## config.mk

```make
export PLATFORM = sky130hd
export DESIGN_NAME = instr_encoder
export DESIGN_NICKNAME = d
export VERILOG_FILES = /design/src/rtl/instr_encoder.sv
export SDC_FILE = /design/constraint.sdc
export NUM_CORES = 1
export LEC_CHECK = 0
export CAP_MARGIN = 20
export CORE_ASPECT_RATIO = 1.25
export CORE_UTILIZATION = 30
export DETAILED_ROUTE_END_ITERATION = 8
export GPL_TIMING_DRIVEN = 1
export PLACE_DENSITY_LB_ADDON = 0.12
export SYNTH_ARGS = -nofsm -noshare
export SYNTH_HDL_FRONTEND = slang
export SYNTH_SLANG_ARGS = --single-unit
export TNS_END_PERCENT = 20
```

## constraint.sdc

```tcl
create_clock -name i_Clk -period 2.52 [get_ports i_Clk]
set_clock_uncertainty 0.2 [all_clocks]
set_input_delay 0.378 -clock i_Clk [delete_from_list [all_inputs] [get_ports i_Clk]]
set_output_delay 0.378 -clock i_Clk [all_outputs]
set_load 0.01 [all_outputs]
```

## src/rtl/instr_encoder.sv

```systemverilog
// -----------------------------------------------------------------------------
// instr_encoder
//
// Builds RV32 I, I-load, S and B instruction words from their separate fields.
// The words are streamed into instruction memory through a one-entry output
// buffer and a write-address counter. The 12-bit immediate taken in is the
// value the pipeline's immediate generator extracts from the produced word.
// B-type immediates are therefore in halfword units.
//
// Optional feature macro: IMM_RANGE_CHECK_EN
//   defined   : requests whose i_Imm does not fit in 12 signed bits are
//               handshaken but dropped, and o_Error is set (sticky).
//   undefined : i_Imm[11:0] is used as-is and o_Error is tied to 0.
//
// Parameters
//   WORD_SIZE    instruction / data / address width (>= 32)
//   BASE_ADDR    byte address of the first word written
//   DEPTH_WORDS  memory depth in words, power of two (>= 2)
//
// Ports
//   i_Clk, i_Reset    rising-edge clock, asynchronous active-high reset
//   i_Flush           synchronous clear of buffer, address, count and error
//   i_Valid/o_Ready   encode request handshake
//   i_Format          00 I, 01 I-load, 10 S, 11 B
//   i_Rd/i_Rs1/i_Rs2  register fields
//   i_Funct3          funct3 field
//   i_Imm             signed immediate
//   o_MemWrite/i_MemReady  memory write handshake
//   o_MemAddress      byte address of the buffered word
//   o_MemData         encoded instruction
//   o_Count           words written since reset/flush, saturates at DEPTH_WORDS
//   o_Wrapped         sticky, address counter has wrapped
//   o_Error           sticky, out-of-range immediate seen
// -----------------------------------------------------------------------------
module instr_encoder #(
   parameter int                   WORD_SIZE   = 32,
   parameter logic [WORD_SIZE-1:0] BASE_ADDR   = '0,
   parameter int                   DEPTH_WORDS = 1024
) (
   input  logic                           i_Clk,
   input  logic                           i_Reset,
   input  logic                           i_Flush,
   input  logic                           i_Valid,
   output logic                           o_Ready,
   input  logic [1:0]                     i_Format,
   input  logic [4:0]                     i_Rd,
   input  logic [4:0]                     i_Rs1,
   input  logic [4:0]                     i_Rs2,
   input  logic [2:0]                     i_Funct3,
   input  logic [WORD_SIZE-1:0]           i_Imm,
   output logic                           o_MemWrite,
   input  logic                           i_MemReady,
   output logic [WORD_SIZE-1:0]           o_MemAddress,
   output logic [WORD_SIZE-1:0]           o_MemData,
   output logic [$clog2(DEPTH_WORDS):0]   o_Count,
   output logic                           o_Wrapped,
   output logic                           o_Error
);

   localparam int IDX_W   = $clog2(DEPTH_WORDS);
   localparam int COUNT_W = IDX_W + 1;

   // Opcode values of the OPCODES_DEFINES set.
   localparam logic [6:0] OP_I_TYPE   = 7'b0010011;
   localparam logic [6:0] OP_I_L_TYPE = 7'b0000011;
   localparam logic [6:0] OP_S_TYPE   = 7'b0100011;
   localparam logic [6:0] OP_B_TYPE   = 7'b1100011;

   typedef enum logic [1:0] {
      FMT_I   = 2'b00,
      FMT_I_L = 2'b01,
      FMT_S   = 2'b10,
      FMT_B   = 2'b11
   } format_e;

   typedef enum logic {
      ST_EMPTY = 1'b0,
      ST_FULL  = 1'b1
   } state_e;

   state_e               state_q, state_d;
   logic [WORD_SIZE-1:0] data_q;
   logic [IDX_W-1:0]     idx_q;
   logic [COUNT_W-1:0]   count_q;
   logic                 wrapped_q;

   logic [31:0]          enc_word;
   logic [11:0]          m;
   logic                 imm_ok;
   logic                 mem_accept;
   logic                 load;

   // ---------------------------------------------------------------------------
   // Immediate range handling
   // ---------------------------------------------------------------------------
`ifdef IMM_RANGE_CHECK_EN
   logic                 err_set;
   logic                 error_q;

   // The immediate fits in 12 signed bits only when bits [W-1:11] are all copies
   // of the sign bit.
   assign imm_ok  = (&i_Imm[WORD_SIZE-1:11]) | ~(|i_Imm[WORD_SIZE-1:11]);
   // A rejected request still completes its handshake, so this uses o_Ready.
   assign err_set = i_Valid & o_Ready & ~imm_ok;

   always_ff @(posedge i_Clk or posedge i_Reset) begin
      if (i_Reset) begin
         error_q <= 1'b0;
      end else if (i_Flush) begin
         error_q <= 1'b0;
      end else if (err_set) begin
         error_q <= 1'b1;
      end
   end

   assign o_Error = error_q;
`else
   logic unused_imm_hi;

   // Silent truncation: only the low 12 bits of i_Imm are used.
   assign imm_ok        = 1'b1;
   assign unused_imm_hi = ^i_Imm[WORD_SIZE-1:12];
   assign o_Error       = 1'b0;
`endif

   // ---------------------------------------------------------------------------
   // Field packing
   // ---------------------------------------------------------------------------
   assign m = i_Imm[11:0];

   // NOTE: every output of a combinational block gets a default before the
   // case, so that no path leaves it unassigned and infers a latch.
   always_comb begin
      enc_word = '0;
      case (format_e'(i_Format))
         FMT_I:   enc_word = {m, i_Rs1, i_Funct3, i_Rd, OP_I_TYPE};
         FMT_I_L: enc_word = {m, i_Rs1, i_Funct3, i_Rd, OP_I_L_TYPE};
         FMT_S:   enc_word = {m[11:5], i_Rs2, i_Rs1, i_Funct3, m[4:0], OP_S_TYPE};
         // The B immediate is in halfword units: m[10] goes to bit 7 and
         // m[9:4] to bits [30:25], matching the generator's {31,7,30:25,11:8}.
         FMT_B:   enc_word = {m[11], m[9:4], i_Rs2, i_Rs1, i_Funct3,
                              m[3:0], m[10], OP_B_TYPE};
         default: enc_word = '0;
      endcase
   end

   // ---------------------------------------------------------------------------
   // Buffer FSM: next state and handshakes
   // ---------------------------------------------------------------------------
   always_comb begin
      state_d    = state_q;
      o_Ready    = 1'b0;
      mem_accept = 1'b0;
      load       = 1'b0;
      o_MemWrite = (state_q == ST_FULL);

      if (i_Flush) begin
         // A flush overrides everything else. A word offered in this cycle is
         // forgotten, even if the memory takes it.
         state_d = ST_EMPTY;
      end else begin
         o_Ready    = (state_q == ST_EMPTY) || i_MemReady;
         mem_accept = (state_q == ST_FULL) && i_MemReady;
         load       = i_Valid && o_Ready && imm_ok;
         if (load) begin
            state_d = ST_FULL;
         end else if (mem_accept) begin
            state_d = ST_EMPTY;
         end
      end
   end

   // ---------------------------------------------------------------------------
   // State, data buffer, address counter and status
   // ---------------------------------------------------------------------------
   // NOTE: sequential state is updated only with non-blocking assignments, so
   // every register samples values from before the clock edge.
   always_ff @(posedge i_Clk or posedge i_Reset) begin
      if (i_Reset) begin
         state_q   <= ST_EMPTY;
         // NOTE: the data buffer is a single register, not a memory array.
         // Resetting it is cheap and gives the documented o_MemData = 0.
         data_q    <= '0;
         idx_q     <= '0;
         count_q   <= '0;
         wrapped_q <= 1'b0;
      end else if (i_Flush) begin
         state_q   <= ST_EMPTY;
         data_q    <= '0;
         idx_q     <= '0;
         count_q   <= '0;
         wrapped_q <= 1'b0;
      end else begin
         state_q <= state_d;
         if (load) begin
            data_q <= WORD_SIZE'(enc_word);
         end
         if (mem_accept) begin
            // DEPTH_WORDS is a power of two, so the word index wraps by itself.
            idx_q <= idx_q + 1'b1;
            if (&idx_q) begin
               wrapped_q <= 1'b1;
            end
            if (count_q != COUNT_W'(DEPTH_WORDS)) begin
               count_q <= count_q + 1'b1;
            end
         end
      end
   end

   // The buffered word is always written at the current counter position. A
   // word loaded alongside a memory accept therefore sees the advanced address.
   assign o_MemAddress = BASE_ADDR + WORD_SIZE'({idx_q, 2'b00});
   assign o_MemData    = data_q;
   assign o_Count      = count_q;
   assign o_Wrapped    = wrapped_q;

endmodule

```

# == Yosys cells after proc, flatten, opt, wreduce, memory -nomap -nowiden ==
# Index checks and enable logic that the tools add are counted.
# word_totals
reg_bits,55
output_inout_bits,79
input_bits,57
elab_cells,41
# op_classes
eq_ne,4
n_addsub,2
bitwise,1
n_reduce_logical,12
n_mux,17
# op_table
op,count
$pmux W32 S4,1
$mux W32,2
$mux W11,3
$mux W10,2
$add A11 B1 Y11 const B,1
$ne A11 B11 Y1 const B,1
$add A10 B1 Y10 const B,1
$reduce_and A10 Y1,1
$mux W1,9
$reduce_bool A2 Y1,4
$eq A2 B2 Y1 const B,2
$reduce_and A2 Y1,2
$reduce_bool A3 Y1,1
$eq A2 B1 Y1 const B,1
$logic_and A1 B1 Y1,2
$logic_not A2 Y1,1
$logic_or A1 B1 Y1,1
$not A1 Y1,1

# == Depth between registers and ports, before layout ==
# Gate-level depths: netlist of run 1.
# logic_depth
depth_word,6
ltp_mapped,5
ltp_nobuf,5

# == Least setup slack after synthesis of run 1 ==
# Ideal clock, no wire load.
# synth_path
kind,input to output
start,input port i_Flush
end,output port o_Ready
path_buffers,3
t_arrival_ps,1214
setup_slack_ps,728
stages,4
t_required_ps,1942
cell_sequence,clkbuf_1 -> buf_2 -> buf_1 -> nor2_1
# synth_between
elab_chain_len,1
# synth_lines
item,line_no,source
from (decl),42,"input logic i_Flush,"
$mux W1,157,if (i_Flush) begin
to (decl),44,"output logic o_Ready,"
# No other way between the ends.

# == Final worst setup path of run 1 ==
# layout_path
start,input port i_MemReady
end,output port o_Ready
# layout_between
elab_chain_len,2
# layout_lines
item,line_no,source
from (decl),52,"input logic i_MemReady,"
$logic_or A1 B1 Y1,162,o_Ready = (state_q == ST_EMPTY) || i_MemReady;
$mux W1,157,
# No other way between the ends.

==> results.tsv, run 1 <==
metric	value	unit
status	complete, no violations	
Avg WL per Cell	15.34	um
Die Y	112.5	um
first drt pass iteration count	4	
area post-placement	3915	um^2
# nets final	461	
Post-Synthesis Cells	309	
RSZ-0062 raised after global routing	false	
CTS-repair resized insts	0	
Setup TNS Final	0	ps
worst-path fanout max	4	
Final Instance Count excl. Fillers	525	
number of synthesized flops with an enable pin	0	
clock period minus worst slack	2322	ps
largest net degree at the start of global routing	35	
FF-to-FF path depth	4	
commonest non-fill, non-tap cell in the layout	clkdlybuf4s50_1	
WS Path Type	input pin to output port	
FMAX	430.7	MHz
initial antenna violation count	0	
Slew HR	40.58	%
cell mode on critical path	clkdlybuf4s50_1	
Initial DRC Count	111	
vias per inst	5.029	
Startpoint Class	input pin	
total die area	10160	um^2
crit path capture type	output port	
worst skew pair latency	290	ps
clock sinks	52	
synthesized cell area	2928	um^2
via count	2640	
Max-Cap Viols	0	
first-pass GRT wire length	13.47	mm
share of the synthesized area in the top cell type	44.44	%
leading post-synthesis cells by cell area	dfrtp_1 (44%), buf_4 (7.2%), a21oi_1 (7.0%)	
fin crit share	92.14	%
Setup-failing EPs final	0	
register area share after synthesis	44.44	%
Slowest cell on crit path	clkdlybuf4s50_1	
final wirelength	8.052	mm
Hold WC Path Type	input pin to asynchronous set/reset pin	
post-DP HPWL	5.778	mm
# diodes	0	
IO Port Bufs	90	
H-Tree Depth	2	
Crit path largest cell delay	580	ps
Max VDD drop	0.0002986	V
Power Density	506.3	nW/um^2
clk root buf	clkbuf_16	
GRT Total Usage	16.33	%
Slew Viols, Final	0	
hold_ws	239.0	ps
# rows	39	
area grow syn2layout	39.96	%
Post-CTS Setup Bufs	0	
Placed Cells	517	
Synthesis Warnings	0	
syn_area_per_cell	9.475	um^2
CTS buffer count	5	
leakage	1.678	nW
DRC	0	
layout cells sized above 1	8.955	%
core area	9320	um^2
ys flop type	dfrtp_1	
Post-synth ARST share	100.0	%
Post-CTS Hold Buffers	0	
CP cell instances	clkdlybuf4s50_1 > nor2b_2 > nor2_1 > clkdlybuf4s50_1	
fin area	4098	um^2
Worst-Margin Slew	888.1	ps
Worst Path Required	1940	ps
Reg clk slew, reported paths	70	ps
Power, Total	2.075	mW
most frequent cells in the layout	clkdlybuf4s50_1 (89), dfrtp_1 (52), a21oi_1 (41), conb_1 (25), o21ai_0 (24)	
remaining antenna violation count	0	
CTS tree	built	
CP arrival	1740	ps
I/O Pins	136	
Chip Width	90.36	um
Final GP Congestion	0.7542	
endpoints failing hold	0	
Netlist cell types	47	
grt total ovfl	0	
synthesis-stage register bit count	52	
clock buffer depth	2	
leading area contributor after synthesis	dfrtp_1	
vias in the first global route	2566	
Initial Util	31.41	%
-- Yosys cell counts (2+ instances only) --
master	n
a2111o_1	4
a2111oi_0	2
a211oi_1	5
a21oi_1	41
a311oi_1	6
buf_1	4
buf_2	6
buf_4	28
clkbuf_1	7
dfrtp_1	52
ha_1	3
inv_1	10
mux2i_1	10
nand2_1	14
nand3_1	23
nand4_1	4
nand4_4	2
nand4b_1	2
nor2_1	11
nor2b_1	4
nor4_1	2
o21a_1	3
o21ai_0	24
o21ai_1	2
o311ai_0	2
o31ai_1	4
or3_1	9
or4_1	6
-- power by group --
part	internal [mW]	switching, mW
logic	0.173	0.176
clock network	0.524	0.309
registers	0.868	0.0243
-- flip-flops by register name, indices dropped and copies added (netlist names) --
name,cells
idx_q,10
o_Count,11
o_MemData,29
o_MemWrite,1
o_Wrapped,1
-- cell type report --
| type | instances | area, um^2 |
|---|---|---|
| Fill cell | 911 | 5223 |
| Multi-Input combinational cell | 225 | 1386 |
| Inverter | 10 | 37.54 |
| Clock inverter | 1 | 30.03 |
| Clock buffer | 7 | 152.6 |
| Tap cell | 123 | 153.9 |
| Timing Repair Buffer | 107 | 1036 |
| Sequential cell | 52 | 1301 |
-- per-stage QoR --
step                      setup WS [ps]  util (%)
after floorplan                   684.1         -
after global placement            53.54     42.01
after detailed placement          57.46     42.01
after CTS                         186.1     43.97
after global routing              137.7     43.97
final                             198.0     43.97
-- path summary, 6_finish.rpt --
check | start | to | slack, ps
max | i_MemReady | o_Ready | 200
min | i_Reset | o_Count[4]$_DFFE_PP0P_ | 240
max reg2reg | o_MemWrite$_DFFE_PP0P_ | o_MemData[29]$_DFFE_PP0P_ | 540
min reg2reg | o_Wrapped$_DFFE_PP0P_ | o_Wrapped$_DFFE_PP0P_ | 300
max in group asynchronous | i_Reset | o_MemData[23]$_DFFE_PP0P_ | 1270
min in group i_Clk | o_Wrapped$_DFFE_PP0P_ | o_Wrapped$_DFFE_PP0P_ | 300
-- layer usage --
layer | global-route usage (%) | wire (um) | part of all wire [%] | vias up
li1 | - | - | - | 1266
met1 | 20.80 | 3527 | 44 | 1279
met2 | 27.48 | 3929 | 49 | 91
met3 | 4.472 | 518 | 6.4 | 4
met4 | 3.871 | 77 | 0.96 | 0
met5 | 0 | 0 | 0 | -
-- critical path: cells and delay by family --
kind	cells	cell delay [ps]
buffers and inverters	2	1160
and+or+nand+nor	2	200
-- logic make-up (layout without fill, tap and decap cells) --
kind of cell | after synthesis | count (layout) | share of synthesized area (%)
AOI/OAI and AO/OA | 98 | 98 | 20.77
muxes | 11 | 11 | 3.804
DFF | 52 | 52 | 44.44
buffers and inverters | 56 | 125 | 11.28
adders and majority gates | 3 | 3 | 1.282
xor gates and xnor gates | 2 | 2 | 0.5984
and+or+nand+nor | 86 | 86 | 17.69
other | 1 | 25 | 0.1281
Note: power is estimated with default switching activity, not from simulation.
==> inputs of run 2 (changes only) <==
CELL_PAD_IN_SITES_DETAIL_PLACEMENT = 1   (was unset)
CELL_PAD_IN_SITES_GLOBAL_PLACEMENT = 1   (was unset)
==> run 2 against run 1 <==
Net effect: sequential share of layout area grew 0.19 points; routed wire length up 5.7%; utilization decreased by 0.25 points; critical path type unchanged; count of clock-buffer cells in the layout up 1.
==> results.tsv, run 2 (synthesis results as in run 1) <==
metric	value	unit	change
status	complete, no violations		unchanged
Power, Total	1.942	mW	was 2.075 mW
setup ws final	194.5	ps	was 198.0 ps
DRC	0		unchanged
largest net degree at the start of global routing	34		was 35
# nets final	461		unchanged
area post-placement	3928	um^2	was 3915 um^2
Setup-failing EPs final	0		unchanged
Cell Int Power	1.440	mW	was 1.566 mW
WS Path Type	input pin to output port		unchanged
Logic pwr share	18.2	%	was 16.8%
FMAX	430.0	MHz	was 430.7 MHz
final wirelength	8.511	mm	was 8.052 mm
Post-CTS Setup Bufs	0		unchanged
crit-path leading delay family	buffers and inverters		unchanged
clock sinks	52		unchanged
leakage	1.661	nW	was 1.678 nW
RSZ-0062 raised after global routing	false		unchanged
vias per inst	5.118		was 5.029
clock period minus worst slack	2326	ps	was 2322 ps
post-place setup slack	225.8	ps	was 57.46 ps
Initial Util	31.41	%	unchanged
# rows	39		unchanged
Avg WL per Cell	16.21	um	was 15.34 um
routed wl met2	4.249	mm	was 3.929 mm
Slowest cell on crit path	clkdlybuf4s50_1		unchanged
CTS-repair resized insts	0		unchanged
uppermost layer routed	met4		unchanged
worst-path fanout max	3		was 4
most frequent cells in the layout	clkdlybuf4s50_1 (89), dfrtp_1 (52), a21oi_1 (41), conb_1 (25), o21ai_0 (24)		unchanged
first-pass GRT wire length	14.66	mm	was 13.47 mm
crit path capture type	output port		unchanged
Reg clk slew, reported paths	60	ps	was 70 ps
grt total ovfl	0		unchanged
IO Port Bufs	90		unchanged
Final Instance Count excl. Fillers	525		unchanged
sw power	0.5020	mW	was 0.5091 mW
Worst-Margin Slew	602.7	ps	was 888.1 ps
CTS tree	built		unchanged
switch share	25.85	%	was 24.54%
sequential cell area	1301	um^2	unchanged
Slew HR	58.78	%	was 40.58%
CP cell instances	clkdlybuf4s50_1 > nor2b_2 > nor2_1 > clkdlybuf4s50_1		unchanged
fin area	4074	um^2	was 4098 um^2
# diodes	0		unchanged
Buf/Inv on CP	2		unchanged
Power Density	476.6	nW/um^2	was 506.3 nW/um^2
I/O Pins	136		unchanged
met1 wire length	3.620	mm	was 3.527 mm
CTS buffer count	5		unchanged
Placed Cells	517		unchanged
fin crit share	92.28	%	was 92.14%
GRT Total Usage	17.83	%	was 16.33%
area grow syn2layout	39.15	%	was 39.96%
Worst Path Required	1940	ps	about the same
Final Core Density	43.71	%	was 43.97%
Chip Width	90.36	um	unchanged
max reg flops	29		unchanged
remaining antenna violation count	0		unchanged
Filler cells	1046		was 911
Slew Viols, Final	0		unchanged
Final GP Congestion	0.7539		was 0.7542
Max VDD drop	0.0002857	V	was 0.0002986 V
endpoints failing hold	0		unchanged
Crit path largest cell delay	570	ps	was 580 ps
commonest non-fill, non-tap cell in the layout	clkdlybuf4s50_1		unchanged
area of the multi-input gates	1386	um^2	unchanged
CP arrival	1750	ps	was 1740 ps
Die Y	112.5	um	unchanged
Max-Cap Viols	0		unchanged
sequential share of power	45.9	%	was 43.0%
vias in the first global route	2829		was 2,566
initial antenna violation count	0		unchanged
via count	2687		was 2,640
core area	9320	um^2	unchanged
Setup TNS Final	0	ps	unchanged
Clk pwr share	35.9	%	was 40.1%
cell mode on critical path	clkdlybuf4s50_1		unchanged
clock buffer depth	2		unchanged
Post-CTS Hold Buffers	0		unchanged
clk root buf	clkbuf_16		unchanged
H-Tree Depth	2		unchanged
Initial DRC Count	79		was 111
Startpoint Class	input pin		unchanged
WL met3	458	um	was 518 um
hold_ws	234.8	ps	was 239.0 ps
Hold WC Path Type	input pin to asynchronous set/reset pin		unchanged
first drt pass iteration count	4		unchanged
worst skew pair latency	290	ps	about the same
post-DP HPWL	6.247	mm	was 5.778 mm
total die area	10160	um^2	unchanged
layout cells sized above 1	8.458	%	was 8.955%
-- run 2: cell types whose count changed in the layout (fill, tap and decap cells not counted) --
cell,before,now
bufinv_16,1,0
buf_12,1,2
buf_4,16,15
clkbuf_1,0,2
clkbuf_8,2,1
-- run 2: cell type report --
class                   instances  area share [%]
inverters                      10          0.9214
clock buffers                   8           3.593
flip-flops and latches         52           31.94
multi-input cells             225           34.03
well taps                     123           3.778
repair buffers                107           25.74
-- run 2: worst paths after layout --
check                      slack, ps                   start  cells past startpoint                         to
max reg2reg                      650  o_Count[2]$_DFFE_PP0P_                      3    o_Count[10]$_DFFE_PP0P_
min                              230                 i_Reset                      2       idx_q[7]$_DFFE_PP0P_
max                              190              i_MemReady                      4                    o_Ready
min reg2reg                      310   o_Wrapped$_DFFE_PP0P_                      1      o_Wrapped$_DFFE_PP0P_
max in group asynchronous       1340                 i_Reset                      3  o_MemData[18]$_DFFE_PP0P_
min in group i_Clk               310   o_Wrapped$_DFFE_PP0P_                      1      o_Wrapped$_DFFE_PP0P_
-- run 2: per-layer routing --
metal  GRT usage [%]  up-vias
li1                -     1269
met3           4.201       14
met5               0        -
met4           5.699        0
met2           31.04       79
met1           21.67     1325
-- run 2: worst register-to-register path, cell delays in order (launching register included) --
cell and delay [ps]:
dfrtp_1 530, nand4_1 300, nor4_1 350, mux2_2 370
-- run 2: power by group through the flow --
stage / Sequential, mW / Clock (mW) / Combinational [mW]
after floorplan: 0.921 / 0 / 0.180
after global placement: 0.908 / 0 / 0.355
after detailed placement: 0.908 / 0 / 0.359
after CTS: 0.892 / 0.721 / 0.360
after global routing: 0.896 / 0.746 / 0.390
final: 0.892 / 0.696 / 0.354
==> inputs of run 3 (changes only) <==
CORE_UTILIZATION = 32   (was 30)
SLEW_MARGIN = 20   (was unset)
==> run 3 against run 2 <==
Net effect: flip-flop and latch count is the same; maximum frequency is 5.9% higher; global-route usage grew 0.43 points; via count decreased by 1.5%; design area is 1.1% lower; total power decreased by 3.4%; final cell count is 1.1% lower; routed wire length is 1.5% lower; sequential share of layout area grew 0.37 points; first-iteration DRC count grew 65%; worst hold slack improved by 2.5 ps; critical path type unchanged; critical endpoint unchanged; largest power group unchanged.
==> results.tsv, run 3 (synthesis results as in run 1) <==
metric	value	unit	change
total die area	9539	um^2	was 10,160 um^2
# diodes	0		unchanged
Clk pwr share	33.8	%	was 35.9%
area of the multi-input gates	1386	um^2	unchanged
uppermost layer routed	met4		unchanged
max reg flops	29		unchanged
status	complete, no violations		unchanged
crit path capture type	output port		unchanged
Logic pwr share	18.7	%	was 18.2%
CP arrival	1620	ps	was 1750 ps
Reg clk slew, reported paths	100	ps	was 60 ps
area grow syn2layout	37.56	%	was 39.15%
sequential share of power	47.5	%	was 45.9%
clock buffer depth	2		unchanged
met1 wire length	3.837	mm	was 3.620 mm
routed wl met2	4.057	mm	was 4.249 mm
fin crit share	87.17	%	was 92.28%
CTS buffer count	5		unchanged
H-Tree Depth	2		unchanged
worst-path fanout max	3		unchanged
CP cell instances	clkdlybuf4s50_1 > nor2b_2 > nor2_1 > clkdlybuf4s50_1		unchanged
setup ws final	323.3	ps	was 194.5 ps
most frequent cells in the layout	clkdlybuf4s50_1 (89), dfrtp_1 (52), a21oi_1 (41), conb_1 (25), o21ai_0 (24)		unchanged
Startpoint Class	input pin		unchanged
RSZ-0062 raised after global routing	false		unchanged
I/O Pins	136		unchanged
worst skew pair latency	300	ps	was 290 ps
Final GP Congestion	0.7260		was 0.7539
Buf/Inv on CP	2		unchanged
Hold WC Path Type	input pin to asynchronous set/reset pin		unchanged
first-pass GRT wire length	13.71	mm	was 14.66 mm
Post-CTS Setup Bufs	0		unchanged
Cell Int Power	1.391	mW	was 1.440 mW
Final Core Density	45.79	%	was 43.71%
Post-CTS Hold Buffers	0		unchanged
remaining antenna violation count	0		unchanged
Slowest cell on crit path	clkdlybuf4s50_1		unchanged
sw power	0.4860	mW	was 0.5020 mW
vias in the first global route	2700		was 2,829
Max-Cap Viols	0		unchanged
post-place setup slack	221.0	ps	was 225.8 ps
via count	2648		was 2,687
clock period minus worst slack	2197	ps	was 2326 ps
post-DP HPWL	5.839	mm	was 6.247 mm
final wirelength	8.384	mm	was 8.511 mm
Setup TNS Final	0	ps	unchanged
cell mode on critical path	clkdlybuf4s50_1		unchanged
crit-path leading delay family	buffers and inverters		unchanged
first drt pass iteration count	5		was 4
Slew Viols, Final	0		unchanged
Chip Width	87.56	um	was 90.36 um
WL met3	384	um	was 458 um
GRT Total Usage	18.25	%	was 17.83%
Initial Util	33.29	%	was 31.41%
DRC	0		unchanged
FMAX	455.2	MHz	was 430.0 MHz
Initial DRC Count	130		was 79
Max VDD drop	0.0001886	V	was 0.0002857 V
switch share	25.90	%	was 25.85%
WS Path Type	input pin to output port		unchanged
commonest non-fill, non-tap cell in the layout	clkdlybuf4s50_1		unchanged
clk root buf	clkbuf_8		was clkbuf_16
Setup-failing EPs final	0		unchanged
Avg WL per Cell	16.15	um	was 16.21 um
Slew HR	37.07	%	was 58.78%
largest net degree at the start of global routing	53		was 34
CTS tree	built		unchanged
leakage	1.641	nW	was 1.661 nW
Filler cells	1006		was 1,046
sequential cell area	1301	um^2	unchanged
Worst-Margin Slew	940.5	ps	was 602.7 ps
Crit path largest cell delay	540	ps	was 570 ps
layout cells sized above 1	8.271	%	was 8.458%
endpoints failing hold	0		unchanged
grt total ovfl	0		unchanged
# nets final	458		was 461
IO Port Bufs	90		unchanged
# rows	38		was 39
Worst Path Required	1940	ps	about the same
initial antenna violation count	0		unchanged
CTS-repair resized insts	0		unchanged
Die Y	108.9	um	was 112.5 um
core area	8796	um^2	was 9320 um^2
clock sinks	52		unchanged
vias per inst	5.102		was 5.118
Power Density	466.0	nW/um^2	was 476.6 nW/um^2
## run 3: power by group through the flow
stage | clock network [mW] | logic [mW] | registers, mW
global route | 0.684 | 0.383 | 0.896
CTS | 0.659 | 0.355 | 0.893
finish | 0.634 | 0.350 | 0.892
floorplan | 0 | 0.180 | 0.921
detailed placement | 0 | 0.353 | 0.908
global placement | 0 | 0.349 | 0.908
## run 3: worst paths after layout
check	endpoint	cells after the start	slack, ps	startpoint
max	o_Ready	4	320	i_MemReady
min	idx_q[8]$_DFFE_PP0P_	3	240	i_Reset
max reg2reg	o_Count[10]$_DFFE_PP0P_	4	600	o_Count[0]$_DFFE_PP0P_
min reg2reg	o_Wrapped$_DFFE_PP0P_	1	330	o_Wrapped$_DFFE_PP0P_
max in group asynchronous	o_Count[4]$_DFFE_PP0P_	3	1630	i_Reset
min in group i_Clk	o_Wrapped$_DFFE_PP0P_	1	330	o_Wrapped$_DFFE_PP0P_
## run 3: through the flow
stage	instances	cell area (um^2)	power (mW)	hold slack, ps
3_5_place_dp	511	3901	1.261	296.9
2_1_floorplan	333	3018	1.101	320.4
5_1_grt	519	4028	1.964	281.9
3_3_place_gp	511	3901	1.257	291.8
6_report	519	4028	1.877	237.3
4_1_cts	519	4028	1.907	252.4
## run 3: worst reg2reg max path: stages (launching register included)
cell	delay (ps)
dfrtp_1	500
ha_1	240
nand3_2	170
nor4_1	340
mux2_2	370
## run 3: cell type report
class | instances | area share [%]
Clock buffer | 7 | 2.392
Clock inverter | 1 | 0.7456
Tap cell | 120 | 3.728
Sequential cell | 52 | 32.31
Inverter | 10 | 0.9320
Timing Repair Buffer | 104 | 25.47
Multi-Input combinational cell | 225 | 34.42
## run 3: per-layer routing
metal	up-vias	global-route usage, %
li1	1266	-
met1	1299	24.27
met2	75	30.08
met3	8	3.028
met4	0	5.972
met5	-	0
